==> config.mk <==
export PLATFORM = sky130hd
export DESIGN_NAME = uart_tx_frame
export DESIGN_NICKNAME = d
export VERILOG_FILES = /design/src/rtl/uart_pkg.sv /design/src/rtl/uart_sync_fifo.sv /design/src/rtl/uart_tx_frame.sv
export SDC_FILE = /design/constraint.sdc
export NUM_CORES = 1
export LEC_CHECK = 0
export ABC_AREA = 1
export CAP_MARGIN = 20
export CELL_PAD_IN_SITES_DETAIL_PLACEMENT = 1
export CELL_PAD_IN_SITES_GLOBAL_PLACEMENT = 1
export CORE_ASPECT_RATIO = 0.8
export CORE_UTILIZATION = 30
export DETAILED_ROUTE_END_ITERATION = 10
export PLACE_DENSITY_LB_ADDON = 0.1
export SLEW_MARGIN = 10
export SYNTH_ARGS = -nofsm -noshare
export SYNTH_HDL_FRONTEND = slang
export SYNTH_SLANG_ARGS = --single-unit
==> constraint.sdc <==
create_clock -name clk -period 2.55 [get_ports clk]
set_clock_uncertainty 0.2 [all_clocks]
set_input_delay 0.3825 -clock clk [delete_from_list [all_inputs] [get_ports clk]]
set_output_delay 0.3825 -clock clk [all_outputs]
set_load 0.1 [all_outputs]
==> src/rtl/uart_pkg.sv <==
// Shared UART definitions: FSM encoding, frame configuration payload and parity helper.
package uart_pkg;

  typedef enum logic [2:0] {
    ST_IDLE   = 3'd0,
    ST_START  = 3'd1,
    ST_DATA   = 3'd2,
    ST_PARITY = 3'd3,
    ST_STOP   = 3'd4
  } uart_state_e;

  localparam logic [1:0] DB_5 = 2'b00;
  localparam logic [1:0] DB_6 = 2'b01;
  localparam logic [1:0] DB_7 = 2'b10;
  localparam logic [1:0] DB_8 = 2'b11;

  typedef struct packed {
    logic [1:0] data_bits;
    logic       parity_en;
    logic       parity_odd;
    logic       stop2;
  } uart_frame_cfg_t;

  // Parity over the low (len+5) bits only; odd parity is the inverted XOR.
  function automatic logic parity_calc(input logic [7:0] data, input logic [1:0] len,
                                       input logic odd);
    logic [7:0] mask;
    mask = 8'hFF >> (2'd3 - len);
    return (^(data & mask)) ^ odd;
  endfunction

endpackage

==> src/rtl/uart_sync_fifo.sv <==
// Synchronous FIFO with occupancy count; DEPTH must be a power of two, >= 2.
module uart_sync_fifo #(
  parameter int unsigned WIDTH = 8,
  parameter int unsigned DEPTH = 16
) (
  input  logic                       clk,
  input  logic                       rst,
  input  logic                       push,
  input  logic [WIDTH-1:0]           push_data,
  input  logic                       pop,
  output logic [WIDTH-1:0]           pop_data,
  output logic                       full,
  output logic                       empty,
  output logic [$clog2(DEPTH):0]     level
);

  localparam int unsigned AW = $clog2(DEPTH);

  logic [WIDTH-1:0] mem [DEPTH];
  logic [AW-1:0]    wr_ptr;
  logic [AW-1:0]    rd_ptr;
  logic             push_ok;
  logic             pop_ok;

  assign full     = level[AW];
  assign empty    = (level == '0);
  assign push_ok  = push & ~full;
  assign pop_ok   = pop & ~empty;
  assign pop_data = mem[rd_ptr];

  // Storage array carries no reset
  always_ff @(posedge clk) begin
    if (push_ok) mem[wr_ptr] <= push_data;
  end

  always_ff @(posedge clk) begin
    if (rst) begin
      wr_ptr <= '0;
      rd_ptr <= '0;
      level  <= '0;
    end else begin
      if (push_ok) wr_ptr <= wr_ptr + AW'(1);
      if (pop_ok)  rd_ptr <= rd_ptr + AW'(1);
      level <= level + (AW+1)'(push_ok) - (AW+1)'(pop_ok);
    end
  end

endmodule

==> src/rtl/uart_tx_frame.sv <==
// UART transmitter with programmable divisor and 5-8N/E/O 1-2 frame format.
// Define UART_TX_FIFO_EN to queue writes in a FIFO instead of a single holding register.
module uart_tx_frame
  import uart_pkg::*;
#(
  parameter int unsigned DIV_W      = 16,
  parameter int unsigned FIFO_DEPTH = 16
) (
  input  logic                          clk,
  input  logic                          rst,
  input  logic                          tx_en,
  input  logic [DIV_W-1:0]              div,
  input  logic [1:0]                    data_bits,
  input  logic                          parity_en,
  input  logic                          parity_odd,
  input  logic                          stop2,
  input  logic                          wr_valid,
  input  logic [7:0]                    wr_data,
  output logic                          wr_ready,
  output logic                          busy,
  output logic                          tx_done,
  output logic [$clog2(FIFO_DEPTH):0]   level,
  output logic                          txd
);

  localparam int unsigned LVL_W = $clog2(FIFO_DEPTH) + 1;

  uart_state_e     state;
  uart_state_e     state_nxt;
  uart_frame_cfg_t cfg_q;
  logic [DIV_W-1:0] div_q;
  logic [DIV_W-1:0] cnt;
  logic [2:0]      bit_idx;
  logic [7:0]      sh;
  logic            par_q;

  logic            push_c;
  logic            pop_c;
  logic            done_c;
  logic            bit_end_c;
  logic [2:0]      last_data_c;
  logic            q_avail;
  logic [7:0]      q_data;

  assign push_c      = wr_valid & wr_ready;
  assign bit_end_c   = (cnt == '0);
  assign last_data_c = 3'(cfg_q.data_bits) + 3'd4;

`ifdef UART_TX_FIFO_EN
  logic fifo_full;
  logic fifo_empty;

  uart_sync_fifo #(
    .WIDTH (8),
    .DEPTH (FIFO_DEPTH)
  ) u_fifo (
    .clk       (clk),
    .rst       (rst),
    .push      (push_c),
    .push_data (wr_data),
    .pop       (pop_c),
    .pop_data  (q_data),
    .full      (fifo_full),
    .empty     (fifo_empty),
    .level     (level)
  );

  assign wr_ready = ~fifo_full;
  assign q_avail  = ~fifo_empty;
`else
  logic       hold_valid;
  logic [7:0] hold_data;

  // Holding register is freed as soon as its byte is loaded into the shifter
  always_ff @(posedge clk) begin
    if (rst) begin
      hold_valid <= 1'b0;
      hold_data  <= '0;
    end else if (push_c) begin
      hold_valid <= 1'b1;
      hold_data  <= wr_data;
    end else if (pop_c) begin
      hold_valid <= 1'b0;
    end
  end

  assign wr_ready = ~hold_valid;
  assign q_avail  = hold_valid;
  assign q_data   = hold_data;
  assign level    = LVL_W'(hold_valid);
`endif

  always_ff @(posedge clk) begin
    if (rst) state <= ST_IDLE;
    else     state <= state_nxt;
  end

  // Next state; pop_c marks entry to START, done_c the final stop-bit cycle
  always_comb begin
    state_nxt = state;
    pop_c     = 1'b0;
    done_c    = 1'b0;
    if (!tx_en) begin
      state_nxt = ST_IDLE;
    end else begin
      case (state)
        ST_IDLE: begin
          if (q_avail) begin
            state_nxt = ST_START;
            pop_c     = 1'b1;
          end
        end
        ST_START: begin
          if (bit_end_c) state_nxt = ST_DATA;
        end
        ST_DATA: begin
          if (bit_end_c && (bit_idx == last_data_c))
            state_nxt = cfg_q.parity_en ? ST_PARITY : ST_STOP;
        end
        ST_PARITY: begin
          if (bit_end_c) state_nxt = ST_STOP;
        end
        ST_STOP: begin
          if (bit_end_c && (bit_idx == 3'(cfg_q.stop2))) begin
            done_c = 1'b1;
            if (q_avail) begin
              state_nxt = ST_START;
              pop_c     = 1'b1;
            end else begin
              state_nxt = ST_IDLE;
            end
          end
        end
        default: state_nxt = ST_IDLE;
      endcase
    end
  end

  // Bit timing, shifter and per-frame configuration shadow
  always_ff @(posedge clk) begin
    if (rst) begin
      cfg_q   <= '0;
      div_q   <= '0;
      cnt     <= '0;
      bit_idx <= '0;
      sh      <= '0;
      par_q   <= 1'b0;
    end else if (pop_c) begin
      cfg_q.data_bits  <= data_bits;
      cfg_q.parity_en  <= parity_en;
      cfg_q.parity_odd <= parity_odd;
      cfg_q.stop2      <= stop2;
      div_q            <= div;
      cnt              <= div;
      bit_idx          <= '0;
      sh               <= q_data;
      par_q            <= parity_calc(q_data, data_bits, parity_odd);
    end else if (state != ST_IDLE) begin
      if (bit_end_c) begin
        cnt     <= div_q;
        bit_idx <= (state_nxt == state) ? bit_idx + 3'd1 : 3'd0;
        if (state == ST_DATA) sh <= sh >> 1;
      end else begin
        cnt <= cnt - DIV_W'(1);
      end
    end
  end

  // Line and status registers follow the FSM by one cycle, keeping all bits equal length
  always_ff @(posedge clk) begin
    if (rst) begin
      txd     <= 1'b1;
      tx_done <= 1'b0;
      busy    <= 1'b0;
    end else begin
      tx_done <= done_c;
      busy    <= (state != ST_IDLE) | q_avail;
      if (!tx_en) begin
        txd <= 1'b1;
      end else begin
        case (state)
          ST_START:  txd <= 1'b0;
          ST_DATA:   txd <= sh[0];
          ST_PARITY: txd <= par_q;
          default:   txd <= 1'b1;
        endcase
      end
    end
  end

endmodule
==> metrics.cfg <==
[drt]
drt-total-wl_um=9429
drc=0
first_pass_iters=4
wl_per_cell_um=14.97
drtIter0Drc=111
viasPerCell=4.822
vias=3038
drtAntennaViolNets=0

[power_and_ir_drop]
power.density_nw_per_um2=784.0
p_sw_w=0.0009381
ir_drop_mv=0.3390
seqPwrFrac_pct=35.0
pwr-share-clk_pct=42.5
power_leakage_nw=1.609
combPwrFrac_pct=22.5
p_int_w=0.002222
power.switching_fraction_pct=29.69
total_power_w=0.003160

[setup_path]
critPathArrivalTime_ns=2.30
required_ns=2.60
crit_path_start_kind=flop
critPathCaptureType=flop
crit_type=flop to flop
critPathMaxFanout=22

[placement]
dp_hpwl_um=7102
gp_congestion=0.8022
port-buffer-count=37

[clock_network]
cts.sinks=63
cts_buffer_depth=2
clk_pin_slew_worst_paths_ns=0.05
clk-insertion-delay-late_ns=0.33
htree_levels=3
hold_buffers=0
cts_tree=yes
post-cts-setup-buffers=0
cts.repair.resized=0
cts-root-buf=clkbuf_16
cts_made_buffers=9

[job]
maxCapViolations=0

[yosys]
synthArstFlopShare_pct=0
yosys-mux-area-fraction_pct=0.3110
synth.ff_latch_count=63
synth_flop_cell=dfxtp_1
netlist_instances=443
yosys.area_share.adder_pct=0.7776
synth_compound_area_share_pct=19.60
synth_commonest_cells=nand2_1, dfxtp_1, nor2_1
synth_edf_count=0
synth_most_common_cell=nand2_1
ys_top_cells_by_area=dfxtp_1, nand2_1, nor2_1, o21ai_0, a21oi_1
yosys.area_share.simple_pct=25.97
synth.distinct_cells=41
synth_seq_area_share_pct=39.19
syn_area_um2=3218
synth_top_cell_by_area=dfxtp_1
synth_top_area_share_pct=39.19
synthXorXnorAreaFrac_pct=4.355
synth_top_family_by_area=simple AND/OR/NAND/NOR gates
syn_area_per_cell_um2=7.264
synth_warnings=0

[global_route]
grt_pass1_wl_um=15560
grt_usage_pct=18.15
grt_max_degree=30
grt_pass1_vias=2953
grt_overflow=0
antenna_found_initial=0

[hold_path]
min_path_type=flop to flop

[layout]
drive_gt1_share_pct=11.02
fillers=1288
area_delta_synth_final_pct=25.23
nets=520
diodes=0

[die]
ioPinCount=42
core_area_um2=10320
dieArea_um2=11150
fp-row-count=33
die_w_um=117.8
initial_core_util_pct=31.18
die_h_um=94.64

[timing]
fmax_mhz=443.1
rsz0062_at_grt=false
fin_crit_ns=2.257
finalCritPeriodShare_pct=88.50
setup_tns_ns=0
setup_viol=0
hold_viol_final=0
maxSlewViolCount=0

[outcome]
status=finished, final reports clean

-- worst max-delay path, cell delays in order, from the launching register on --
cell,delay (ns)
dfxtp_1,0.32
inv_1,0.07
ha_1,0.25
nand2_4,0.14
nor2_2,0.06
nand3_1,0.10
nand2_1,0.09
nand4_4,0.14
clkinv_4,0.18
nor2_2,0.34
nand2_1,0.09
a31oi_1,0.17
-- layout by cell type (no fill, tap or decap), drive strengths merged --
cell type	instances
bufinv	2
xnor2	6
a31oi	11
ha	2
inv	37
clkinv	4
o2111ai	1
nand3b	2
mux2i	1
conb	4
nand2	100
o211ai	6
o221ai	1
nor3	5
clkdlybuf4s50	32
nor2	63
a21boi	1
buf	18
o21ai	42
o22ai	5
o31ai	1
nand4	4
or2	1
xor2	10
nand3	14
a21oi	30
o21a	1
dfxtp	63
clkbuf	13
o311ai	5
a22oi	5
-- power by group through the flow --
stage                     combinational [W]  clock [W]  sequential (W)
after floorplan                    0.000515          0         0.00112
after global placement             0.000698          0         0.00113
after detailed placement           0.000714          0         0.00113
after CTS                          0.000717    0.00137         0.00111
after global routing               0.000797    0.00142         0.00111
final                              0.000710    0.00134         0.00111
-- path summary, 6_finish.rpt --
kind	start	endpoint	slack [ns]	depth (start not counted)
max	cnt[0]	sh[5]	0.29	11
min	sh[1]	sh[1]	0.26	2
max reg2reg	cnt[0]	sh[5]	0.29	11
min reg2reg	sh[1]	sh[1]	0.26	2
-- state kept, by name (all words and copies together) (netlist names) --
signal / flops
busy: 1
hold_data: 8
div_q: 16
cfg_q: 4
state: 3
tx_done: 1
hold_valid: 1
sh: 8
bit_idx: 3
par_q: 1
txd: 1
cnt: 16
-- final cells by class --
| cell class | instances | area [µm²] | area share (%) |
|---|---|---|---|
| clock buffer | 13 | 260.3 | 6.458 |
| multi-input combinational | 321 | 1657 | 41.11 |
| tap | 140 | 175.2 | 4.346 |
| timing repair buffer | 50 | 455.4 | 11.30 |
| inverter | 40 | 156.4 | 3.881 |
| clock inverter | 3 | 65.06 | 1.614 |
| sequential | 63 | 1261 | 31.29 |
-- logic make-up after synthesis --
group | Yosys count
simple gates | 189
compound gates | 109
flops | 63
buf+inv | 62
xor+xnor | 16
fa+ha+maj | 2
other cells | 1
mux | 1
-- layer usage --
metal  vias up  global-route usage [%]  wire length, µm
li1       1554                       -                -
met2        39                   26.96             3878
met1      1435                   25.57             5079
met4         0                   5.769              113
met3        10                   4.469              358
met5         -                       0                0
-- stage by stage --
step	hold slack (ns)	util [%]	cell area, µm²	std cells	worst slack (ns)
floorplan	0.2355	-	3229	446	0.5190
global placement	0.2539	35.89	3705	614	0.3346
detailed placement	0.2558	35.89	3705	614	0.2802
CTS	0.2642	39.04	4030	630	0.2655
global route	0.2890	39.04	4030	630	0.06909
finish	0.2626	39.04	4030	630	0.2933
No activity file was read; power rests on OpenSTA's default activity.
